[config.mk]
export PLATFORM = sky130hd
export DESIGN_NAME = rx_buffered_flat
export DESIGN_NICKNAME = d
export VERILOG_FILES = /design/src/rtl/rx_buffered_if.sv /design/src/rtl/rx_buffered.sv /design/src/flat_wrapper.sv
export SDC_FILE = /design/constraint.sdc
export NUM_CORES = 1
export LEC_CHECK = 0
export CORE_MARGIN = 5
export CORE_UTILIZATION = 60
export CTS_CLUSTER_SIZE = 20
export DETAILED_ROUTE_END_ITERATION = 6
export GPL_TIMING_DRIVEN = 0
export PLACE_DENSITY = 0.87
export REMOVE_ABC_BUFFERS = 1
export SLEW_MARGIN = 15
export SYNTH_ARGS = -nofsm -noshare
export SYNTH_HDL_FRONTEND = slang
export SYNTH_SLANG_ARGS = --single-unit
[constraint.sdc]
create_clock -name clk -period 7.31 [get_ports clk]
set_input_delay 1.462 -clock clk [delete_from_list [all_inputs] [get_ports clk]]
set_output_delay 1.462 -clock clk [all_outputs]
set_load 0.01 [all_outputs]
[src/rtl/rx_buffered_if.sv]
// Packet type for the scheduled optical link and the rx port bundle.
// rx_buffered_pkg carries the fabric packet payload shared by the tx and rx nodes.
package rx_buffered_pkg;
  localparam int unsigned PORTS  = 4;
  localparam int unsigned DEST_W = $clog2(PORTS);
  localparam int unsigned DATA_W = 32;

  typedef struct packed {
    logic              valid;
    logic [DEST_W-1:0] dest;
    logic [DATA_W-1:0] data;
  } packet_t;
endpackage

// Bus between the fabric/sink side (master) and the rx buffer (slave).
interface rx_buffered_if #(
  parameter int unsigned DEPTH = 8
) ();
  localparam int unsigned OCC_W = $clog2(DEPTH + 1);

  rx_buffered_pkg::packet_t din;
  rx_buffered_pkg::packet_t dout;
  logic                     ack;
  logic                     stop;
  logic                     drop;
  logic                     misroute;
  logic [OCC_W-1:0]         occupancy;
  logic [15:0]              rx_cnt;
  logic [15:0]              drop_cnt;
  logic [15:0]              misroute_cnt;

  modport slave (
    input  din, ack,
    output dout, stop, drop, misroute, occupancy, rx_cnt, drop_cnt, misroute_cnt
  );

  modport master (
    output din, ack,
    input  dout, stop, drop, misroute, occupancy, rx_cnt, drop_cnt, misroute_cnt
  );
endinterface

[src/rtl/rx_buffered.sv]
// Receive buffer for one output port of the optical scheduled link.
// Filters fabric packets on destination, queues them in a circular FIFO, drains
// them to the sink on valid/ack and raises a hysteretic stop toward the scheduler.
// Optional build macro: RX_STATS_EN enables the saturating event counters.
module rx_buffered
  import rx_buffered_pkg::*;
#(
  parameter int unsigned DEPTH       = 8,
  parameter int unsigned STOP_THRESH = 6,
  parameter int unsigned GO_THRESH   = 2,
  parameter int unsigned PORT_ID     = 0
) (
  input  logic           clk,
  input  logic           rst,
  rx_buffered_if.slave   bus
);

  localparam int unsigned PTR_W = $clog2(DEPTH);
  localparam int unsigned OCC_W = $clog2(DEPTH + 1);

  typedef enum logic {
    S_GO,
    S_STOP
  } state_t;

  packet_t          mem [DEPTH];
  logic [PTR_W-1:0] wr_ptr;
  logic [PTR_W-1:0] rd_ptr;
  logic [OCC_W-1:0] occ;
  logic [OCC_W-1:0] occ_next;
  logic             dest_match;
  logic             full;
  logic             empty;
  logic             wr;
  logic             rd;
  logic             drop_ev;
  logic             misroute_ev;
  logic             drop_q;
  logic             misroute_q;
  state_t           state;
  state_t           state_next;
  packet_t          head;

  // Accept/read/discard decisions for this cycle and the resulting occupancy.
  always_comb begin
    dest_match  = (bus.din.dest == DEST_W'(PORT_ID));
    full        = (occ == OCC_W'(DEPTH));
    empty       = (occ == '0);
    rd          = bus.ack && !empty;
    // A read on a full buffer frees the slot on the same edge, so the write still fits.
    wr          = bus.din.valid && dest_match && (!full || rd);
    drop_ev     = bus.din.valid && dest_match && full && !rd;
    misroute_ev = bus.din.valid && !dest_match;
    occ_next    = occ + OCC_W'(wr) - OCC_W'(rd);
  end

  // Pointers, occupancy and the one-cycle event pulses.
  always_ff @(posedge clk or negedge rst) begin
    if (!rst) begin
      wr_ptr     <= '0;
      rd_ptr     <= '0;
      occ        <= '0;
      drop_q     <= 1'b0;
      misroute_q <= 1'b0;
    end else begin
      if (wr) wr_ptr <= wr_ptr + PTR_W'(1);
      if (rd) rd_ptr <= rd_ptr + PTR_W'(1);
      occ        <= occ_next;
      drop_q     <= drop_ev;
      misroute_q <= misroute_ev;
    end
  end

  // Packet storage; contents are qualified by occupancy so no reset is needed.
  always_ff @(posedge clk) begin
    if (wr) mem[wr_ptr] <= bus.din;
  end

  // Stop FSM state register.
  always_ff @(posedge clk or negedge rst) begin
    if (!rst) state <= S_GO;
    else      state <= state_next;
  end

  // Stop FSM next state, judged on post-update occupancy so stop reacts in one cycle.
  always_comb begin
    state_next = state;
    case (state)
      S_GO:    if (occ_next >= OCC_W'(STOP_THRESH)) state_next = S_STOP;
      S_STOP:  if (occ_next <= OCC_W'(GO_THRESH))   state_next = S_GO;
      default: state_next = S_GO;
    endcase
  end

  // Head of FIFO; valid follows occupancy so it drops with reset asynchronously.
  always_comb begin
    head       = mem[rd_ptr];
    head.valid = !empty;
  end

  assign bus.dout      = head;
  assign bus.stop      = (state == S_STOP);
  assign bus.drop      = drop_q;
  assign bus.misroute  = misroute_q;
  assign bus.occupancy = occ;

`ifdef RX_STATS_EN
  logic [15:0] rx_cnt;
  logic [15:0] drop_cnt;
  logic [15:0] misroute_cnt;

  // Saturating event counters, cleared only by reset.
  always_ff @(posedge clk or negedge rst) begin
    if (!rst) begin
      rx_cnt       <= '0;
      drop_cnt     <= '0;
      misroute_cnt <= '0;
    end else begin
      if (wr && (rx_cnt != 16'hFFFF))                rx_cnt       <= rx_cnt + 16'd1;
      if (drop_ev && (drop_cnt != 16'hFFFF))         drop_cnt     <= drop_cnt + 16'd1;
      if (misroute_ev && (misroute_cnt != 16'hFFFF)) misroute_cnt <= misroute_cnt + 16'd1;
    end
  end

  assign bus.rx_cnt       = rx_cnt;
  assign bus.drop_cnt     = drop_cnt;
  assign bus.misroute_cnt = misroute_cnt;
`else
  assign bus.rx_cnt       = 16'h0;
  assign bus.drop_cnt     = 16'h0;
  assign bus.misroute_cnt = 16'h0;
`endif

endmodule

[src/flat_wrapper.sv]
// flat-port wrapper written by rule: the top's interface ports become plain ports
module rx_buffered_flat import rx_buffered_pkg::*;
#(
  parameter int unsigned DEPTH       = 8,
  parameter int unsigned STOP_THRESH = 6,
  parameter int unsigned GO_THRESH   = 2,
  parameter int unsigned PORT_ID     = 0
)
  (clk, rst, bus_din, bus_ack, bus_dout, bus_stop, bus_drop, bus_misroute, bus_occupancy, bus_rx_cnt, bus_drop_cnt, bus_misroute_cnt);
  rx_buffered_if #(.DEPTH(DEPTH)) bus_i ();
  input  logic clk;
  input  logic rst;
  input wire logic [$bits(bus_i.din)-1:0] bus_din;
  input wire logic [$bits(bus_i.ack)-1:0] bus_ack;
  output wire logic [$bits(bus_i.dout)-1:0] bus_dout;
  output wire logic [$bits(bus_i.stop)-1:0] bus_stop;
  output wire logic [$bits(bus_i.drop)-1:0] bus_drop;
  output wire logic [$bits(bus_i.misroute)-1:0] bus_misroute;
  output wire logic [$bits(bus_i.occupancy)-1:0] bus_occupancy;
  output wire logic [$bits(bus_i.rx_cnt)-1:0] bus_rx_cnt;
  output wire logic [$bits(bus_i.drop_cnt)-1:0] bus_drop_cnt;
  output wire logic [$bits(bus_i.misroute_cnt)-1:0] bus_misroute_cnt;
  assign bus_i.din = bus_din;
  assign bus_i.ack = bus_ack;
  assign bus_dout = bus_i.dout;
  assign bus_stop = bus_i.stop;
  assign bus_drop = bus_i.drop;
  assign bus_misroute = bus_i.misroute;
  assign bus_occupancy = bus_i.occupancy;
  assign bus_rx_cnt = bus_i.rx_cnt;
  assign bus_drop_cnt = bus_i.drop_cnt;
  assign bus_misroute_cnt = bus_i.misroute_cnt;
  rx_buffered #(.DEPTH(DEPTH), .STOP_THRESH(STOP_THRESH), .GO_THRESH(GO_THRESH), .PORT_ID(PORT_ID)) u_core (.clk(clk), .rst(rst), .bus(bus_i));
endmodule
==> results of run 1 <==
==> flip-flops by register name, indices dropped and copies added, names as in the netlist <==
register,count
u_core.mem,272
u_core.bus.stop,1
u_core.rd_ptr,3
u_core.bus.drop,1
u_core.wr_ptr,3
u_core.bus.misroute,1
u_core.bus.occupancy,4
==> critical path: cells and delay by family (launching register included) <==
| kind | cells | cell delay [ps] |
|---|---|---|
| mux | 2 | 840 |
| flops | 1 | 930 |
| buf+inv | 2 | 840 |
==> cells by family after synthesis <==
| kind of cell | Yosys count | share of synthesized area [%] |
|---|---|---|
| buf+inv | 78 | 4.61 |
| other cells | 1 | 0.0331 |
| fa+ha+maj | 9 | 1.06 |
| mux | 104 | 17.4 |
| compound gates | 8 | 0.508 |
| xor+xnor | 5 | 0.386 |
| flops | 285 | 74.9 |
| simple gates | 22 | 1.07 |
==> Yosys cell counts, drive strengths merged <==
cell type,instances,area share [%]
nand2,4,0.13
o211ai,2,0.13
mux4,68,14
dfrtp,13,2.9
xnor2,5,0.39
o21ai,2,0.12
a21oi,1,0.044
nor2,3,0.099
or3b,2,0.15
ha,8,0.88
nor3b,2,0.13
and3,1,0.055
nand3,1,0.044
conb,1,0.033
clkbuf,8,0.26
fa,1,0.18
nor2b,1,0.055
a21o,1,0.066
nand2b,2,0.11
buf,60,4.0
o2111ai,1,0.077
edfxtp,272,72
or3,1,0.055
nor3,4,0.18
o21a,1,0.066
mux2,36,3.9
inv,10,0.33
nor4,1,0.055
==> routing by layer <==
metal	vias to the layer above	part of all wire (%)	global-route usage (%)
li1	2242	-	-
met2	205	53	36.3
met1	2732	39	26.4
met5	-	0	0
met3	34	5.7	3.49
met4	0	2.1	6.24
==> worst max-delay path by stage <==
| stage | from | end | slack [ps] | depth (start not counted) |
|---|---|---|---|---|
| final | u_core.rd_ptr[0] | bus_dout[32] | 2700 | 4 |
| after global routing | u_core.rd_ptr[0] | bus_dout[32] | 2500 | 4 |
| after CTS | u_core.rd_ptr[0] | bus_dout[32] | 2590 | 4 |
| after detailed placement | bus_din[32] | u_core.mem[0][4] | 2600 | 8 |
| after global placement | bus_din[32] | u_core.mem[0][4] | -2550 | 4 |
| after floorplan | bus_din[33] | u_core.mem[0][0] | 1530 | 3 |
==> stage by stage <==
step	utilization, %	cell area, um2	instances	hold WS (ps)	total power (W)
after floorplan	-	11000	491	527	0.00297
after CTS	72.1	13400	885	565	0.00500
after global routing	72.1	13400	885	596	0.00517
after global placement	65.0	12100	804	528	0.00355
after detailed placement	67.2	12500	836	547	0.00359
final	72.1	13400	885	561	0.00495
==> final cells by class <==
class / count / area share, %
Clock buffer: 36 / 5.50
Clock inverter: 13 / 1.21
Inverter: 10 / 0.279
Multi-Input combinational cell: 196 / 19.0
Sequential cell: 285 / 63.3
Tap cell: 234 / 2.18
Timing Repair Buffer: 111 / 8.60
==> power groups by stage <==
stage	clock network, W	logic [W]	registers [W]
after detailed placement	0	0.00148	0.00211
after global routing	0.00151	0.00157	0.00209
after global placement	0	0.00134	0.00221
after CTS	0.00143	0.00150	0.00207
after floorplan	0	0.000850	0.00212
final	0.00140	0.00148	0.00207
==> flow_summary.ini, run 1 <==
[outcome]
outcome = finished, final reports clean

[finish]
nets = 678
final_common_cell = edfxtp_1
final_cell_mix = edfxtp_1 (272), clkdlybuf4s50_1 (79), mux4_2 (68), conb_1 (48), clkbuf_16 (27)
fillers = 1030
area_growth_pct = 18.5
drive_above_1_share_pct = 29.0
seq_area_um2 = 8500
multi_input_area_um2 = 2550
n_antenna_cell = 0

[placement]
place.detailed.hpwl_um = 13800
gp_congestion = 0.707
io_buffers = 79
place_ws_ps = 2600

[critical_path]
rrSetupSlack_ps = 4220
rr_worst_depth = 9
r2r_start = u_core.bus.occupancy[2]
cp.arrival_ps = 3140
required_ps = 5850
worstSetupEndpointType = output port
critical_path.max_stage_delay_ps = 930
start_kind = flip-flop
critPathKind = flip-flop to output port
cp_cell_sequence = buf_16 > mux4_2 > mux2_2 > clkdlybuf4s50_1
cp_slowest_cell = dfrtp_4
worstPathMaxFanout = 37
r2r_end = u_core.mem[0][4]

[worst_hold_path]
hold_path_depth = 2
min_to = u_core.bus.stop
hp-start = u_core.bus.stop
hp-class = flip-flop to flip-flop

[sta]
setup_viol = 0
layout_setup_ws_ps = 2700
hold_violations = 0
slew_viol_final = 0
maxSlewHeadroom_pct = 43.6
finClkSkew_ps = 11.1
period_share_pct = 63.0
fmax_ghz = 0.217
period_needed_ps = 4610
fin_setup_tns_ps = 0
rsz0062_at_grt = false
worstMarginPinSlew_ps = 839

[synthesis]
syn_inst = 512
ys_ff_latch = 285
yosysSeqAreaShare_pct = 74.9
synthesis.area_um2 = 11300
yosys_warnings = 0
synth.distinct_cells = 34
syn_area_per_cell_um2 = 22.1

[global_routing]
grt_max_degree = 47
grt_pass1_wl_um = 33700
grt.overflow.total = 0
antenna_found_initial = 0
grt_pass1_vias = 5673
track_usage_pct = 20.5

[clock_tree]
cts_tree = done
cts_resized = 0
path_clk_slew_ps = 60
ctsHoldBuffers = 0
clockRootBuffer = clkbuf_16
post-cts-setup-buffer-count = 0
numCtsBuffers = 27
cts_max_path_buffers = 3
clk_latency_ps = 520
cts.sinks = 285
htree_num_levels = 1

[power_and_ir_drop]
p_leak_nw = 4.53
seqPwrFrac_pct = 41.8
swShare_pct = 26.6
switchingPower_w = 0.00132
p_per_area_nw_per_um2 = 368
combinationalPowerShare_pct = 29.8
vdd_drop_max_v = 0.000323
intPower_w = 0.00363
p_clk_share_pct = 28.4

[drt]
drt-vias-per-instance = 5.89
wl_per_cell_um = 24.7
route.detailed.drc = 0
dr.pass1.iters = 5
vias = 5213
final_antenna_net_count = 0
drtIter0Drc = 333
wirelength_um = 21900

[floorplanning]
die_area_um2 = 21700
dieHeight_um = 147
die_w_um = 147
start_util_pct = 60.8
design.core.area_um2 = 18600
pin_count = 128
rows = 50

[job]
maxCapViolCount = 0
Note: power is estimated with default switching activity, not from simulation.
==> inputs of run 2 (changes only) <==
--- a/config.mk
+++ b/config.mk
@@ -6,11 +6,11 @@
 export NUM_CORES = 1
 export LEC_CHECK = 0
 export CORE_MARGIN = 5
-export CORE_UTILIZATION = 60
+export CORE_UTILIZATION = 56
 export CTS_CLUSTER_SIZE = 20
 export DETAILED_ROUTE_END_ITERATION = 6
 export GPL_TIMING_DRIVEN = 0
-export PLACE_DENSITY = 0.87
+export PLACE_DENSITY = 0.83
 export REMOVE_ABC_BUFFERS = 1
 export SLEW_MARGIN = 15
 export SYNTH_ARGS = -nofsm -noshare
==> constraint.sdc (replaced) <==
create_clock -name clk -period 4.3 [get_ports clk]
set_input_delay 0.86 -clock clk [delete_from_list [all_inputs] [get_ports clk]]
set_output_delay 0.86 -clock clk [all_outputs]
set_load 0.01 [all_outputs]
==> run 2 against run 1 <==
Hold slack better by 7.3 ps. Sequential share of layout area about the same. Die area up 6.7%. Count of clock-buffer cells in the layout unchanged. Core utilization down 5.2 points. Final cell count up 4.2%. First-iteration DRC count up 17%. Setup slack worse by 2200 ps. Flip-flop and latch count unchanged. Critical path depth up 1. Clock power up 61%. Critical endpoint is now bus_dout[25]. Largest power group unchanged.
==> flow_summary.ini, run 2 (synthesis results as in run 1) <==
[clock_tree]
post-cts-setup-buffer-count = 0
cts_resized = 0
cts.sinks = 285
cts_max_path_buffers = 3
clk_latency_ps = 530
numCtsBuffers = 27
cts_tree = done
ctsHoldBuffers = 0
htree_num_levels = 1
clockRootBuffer = clkbuf_16
path_clk_slew_ps = 60

[floorplanning]
rows = 52
design.core.area_um2 = 20100
die_w_um = 152
pin_count = 128
die_area_um2 = 23200
start_util_pct = 56.4
dieHeight_um = 152

[global_routing]
grt.overflow.total = 0
grt_max_degree = 59
grt_pass1_wl_um = 33000
antenna_found_initial = 0
track_usage_pct = 18.6
grt_pass1_vias = 5559

[critical_path]
rrSetupSlack_ps = 1390
start_kind = flip-flop
critical_path.max_stage_delay_ps = 520
critPathKind = flip-flop to output port
cp_cell_sequence = buf_16 > buf_12 > mux4_2 > mux2_2 > clkdlybuf4s50_1
required_ps = 3440
cp_slowest_cell = mux4_2
worstPathMaxFanout = 39
worstSetupEndpointType = output port
cp.arrival_ps = 2950

[placement]
place_ws_ps = 327
gp_congestion = 0.695
place.detailed.hpwl_um = 13900
io_buffers = 79
dpl.cell_count = 873

[sta]
hold_violations = 0
fmax_ghz = 0.263
period_share_pct = 88.5
rsz0062_at_grt = false
slew_viol_final = 0
maxSlewHeadroom_pct = 47.4
layout_setup_ws_ps = 495
finClkSkew_ps = 14.2
worstMarginPinSlew_ps = 785
period_needed_ps = 3810
setup_viol = 0

[finish]
multi_input_area_um2 = 2550
final_common_cell = edfxtp_1
final_cells = 922
seq_area_um2 = 8500
largest_register_ff_count = 272
top_register = u_core.mem
fin_util_pct = 66.9
n_antenna_cell = 0
nets = 679
final_cell_mix = edfxtp_1 (272), clkdlybuf4s50_1 (79), mux4_2 (68), conb_1 (48), clkbuf_16 (27)
drive_above_1_share_pct = 29.1
area_growth_pct = 18.6
fillers = 1222

[drt]
wl_per_cell_um = 23.3
dr.pass1.iters = 4
final_antenna_net_count = 0
drt-vias-per-instance = 5.58
drtIter0Drc = 389
wirelength_um = 21500
route.detailed.drc = 0
vias = 5144

[worst_hold_path]
hp-class = flip-flop to flip-flop

[job]
maxCapViolCount = 0

[outcome]
outcome = finished, final reports clean

[power_and_ir_drop]
finalPower_w = 0.00827
vdd_drop_max_v = 0.000519
p_per_area_nw_per_um2 = 615
p_leak_nw = 4.51
run 2: path summary, 6_finish.rpt:
kind	from	end	cells past startpoint
setup / recovery	u_core.rd_ptr[0]	bus_dout[25]	5
hold / removal	u_core.bus.stop	u_core.bus.stop	2
max in group asynchronous	rst	u_core.rd_ptr[0]	1
hold reg to reg	u_core.bus.stop	u_core.bus.stop	2
setup reg to reg	u_core.bus.occupancy[2]	u_core.mem[0][15]	9
min in group asynchronous	rst	u_core.bus.drop	1
run 2: worst max-delay path, delay by kind of cell (launching register included):
kind / cells / cell delay [ps]
buf+inv: 3 / 1090
mux: 2 / 830
flops: 1 / 480
run 2: cell type report:
cell class	count	area share (%)
clock inverter	13	0.856
inverter	10	0.279
multi-input combinational	196	18.9
clock buffer	36	5.50
sequential	285	63.2
tap	270	2.51
timing repair buffer	112	8.67
run 2: layer usage:
metal	wire [um]	part of all wire (%)	global-route usage, %
met5	0	0	0
met4	345	1.6	4.45
met3	1340	6.2	3.44
met2	11200	52	31.7
met1	8660	40	25.2
run 2: power by group:
group	switching [W]	internal, W	total, W
Sequential	0.000179	0.00321	0.00339
Combinational	0.00109	0.00153	0.00262
Clock	0.000940	0.00132	0.00226
Total	0.00221	0.00606	0.00827
run 2: through the flow:
stage                     cell area (um2)  TNS [ps]  hold WS [ps]
after floorplan                     11000    -38690           527
after global placement              12200   -784810           531
after detailed placement            12600         0           560
after CTS                           13400         0           579
after global routing                13400         0           628
final                               13400         0           568
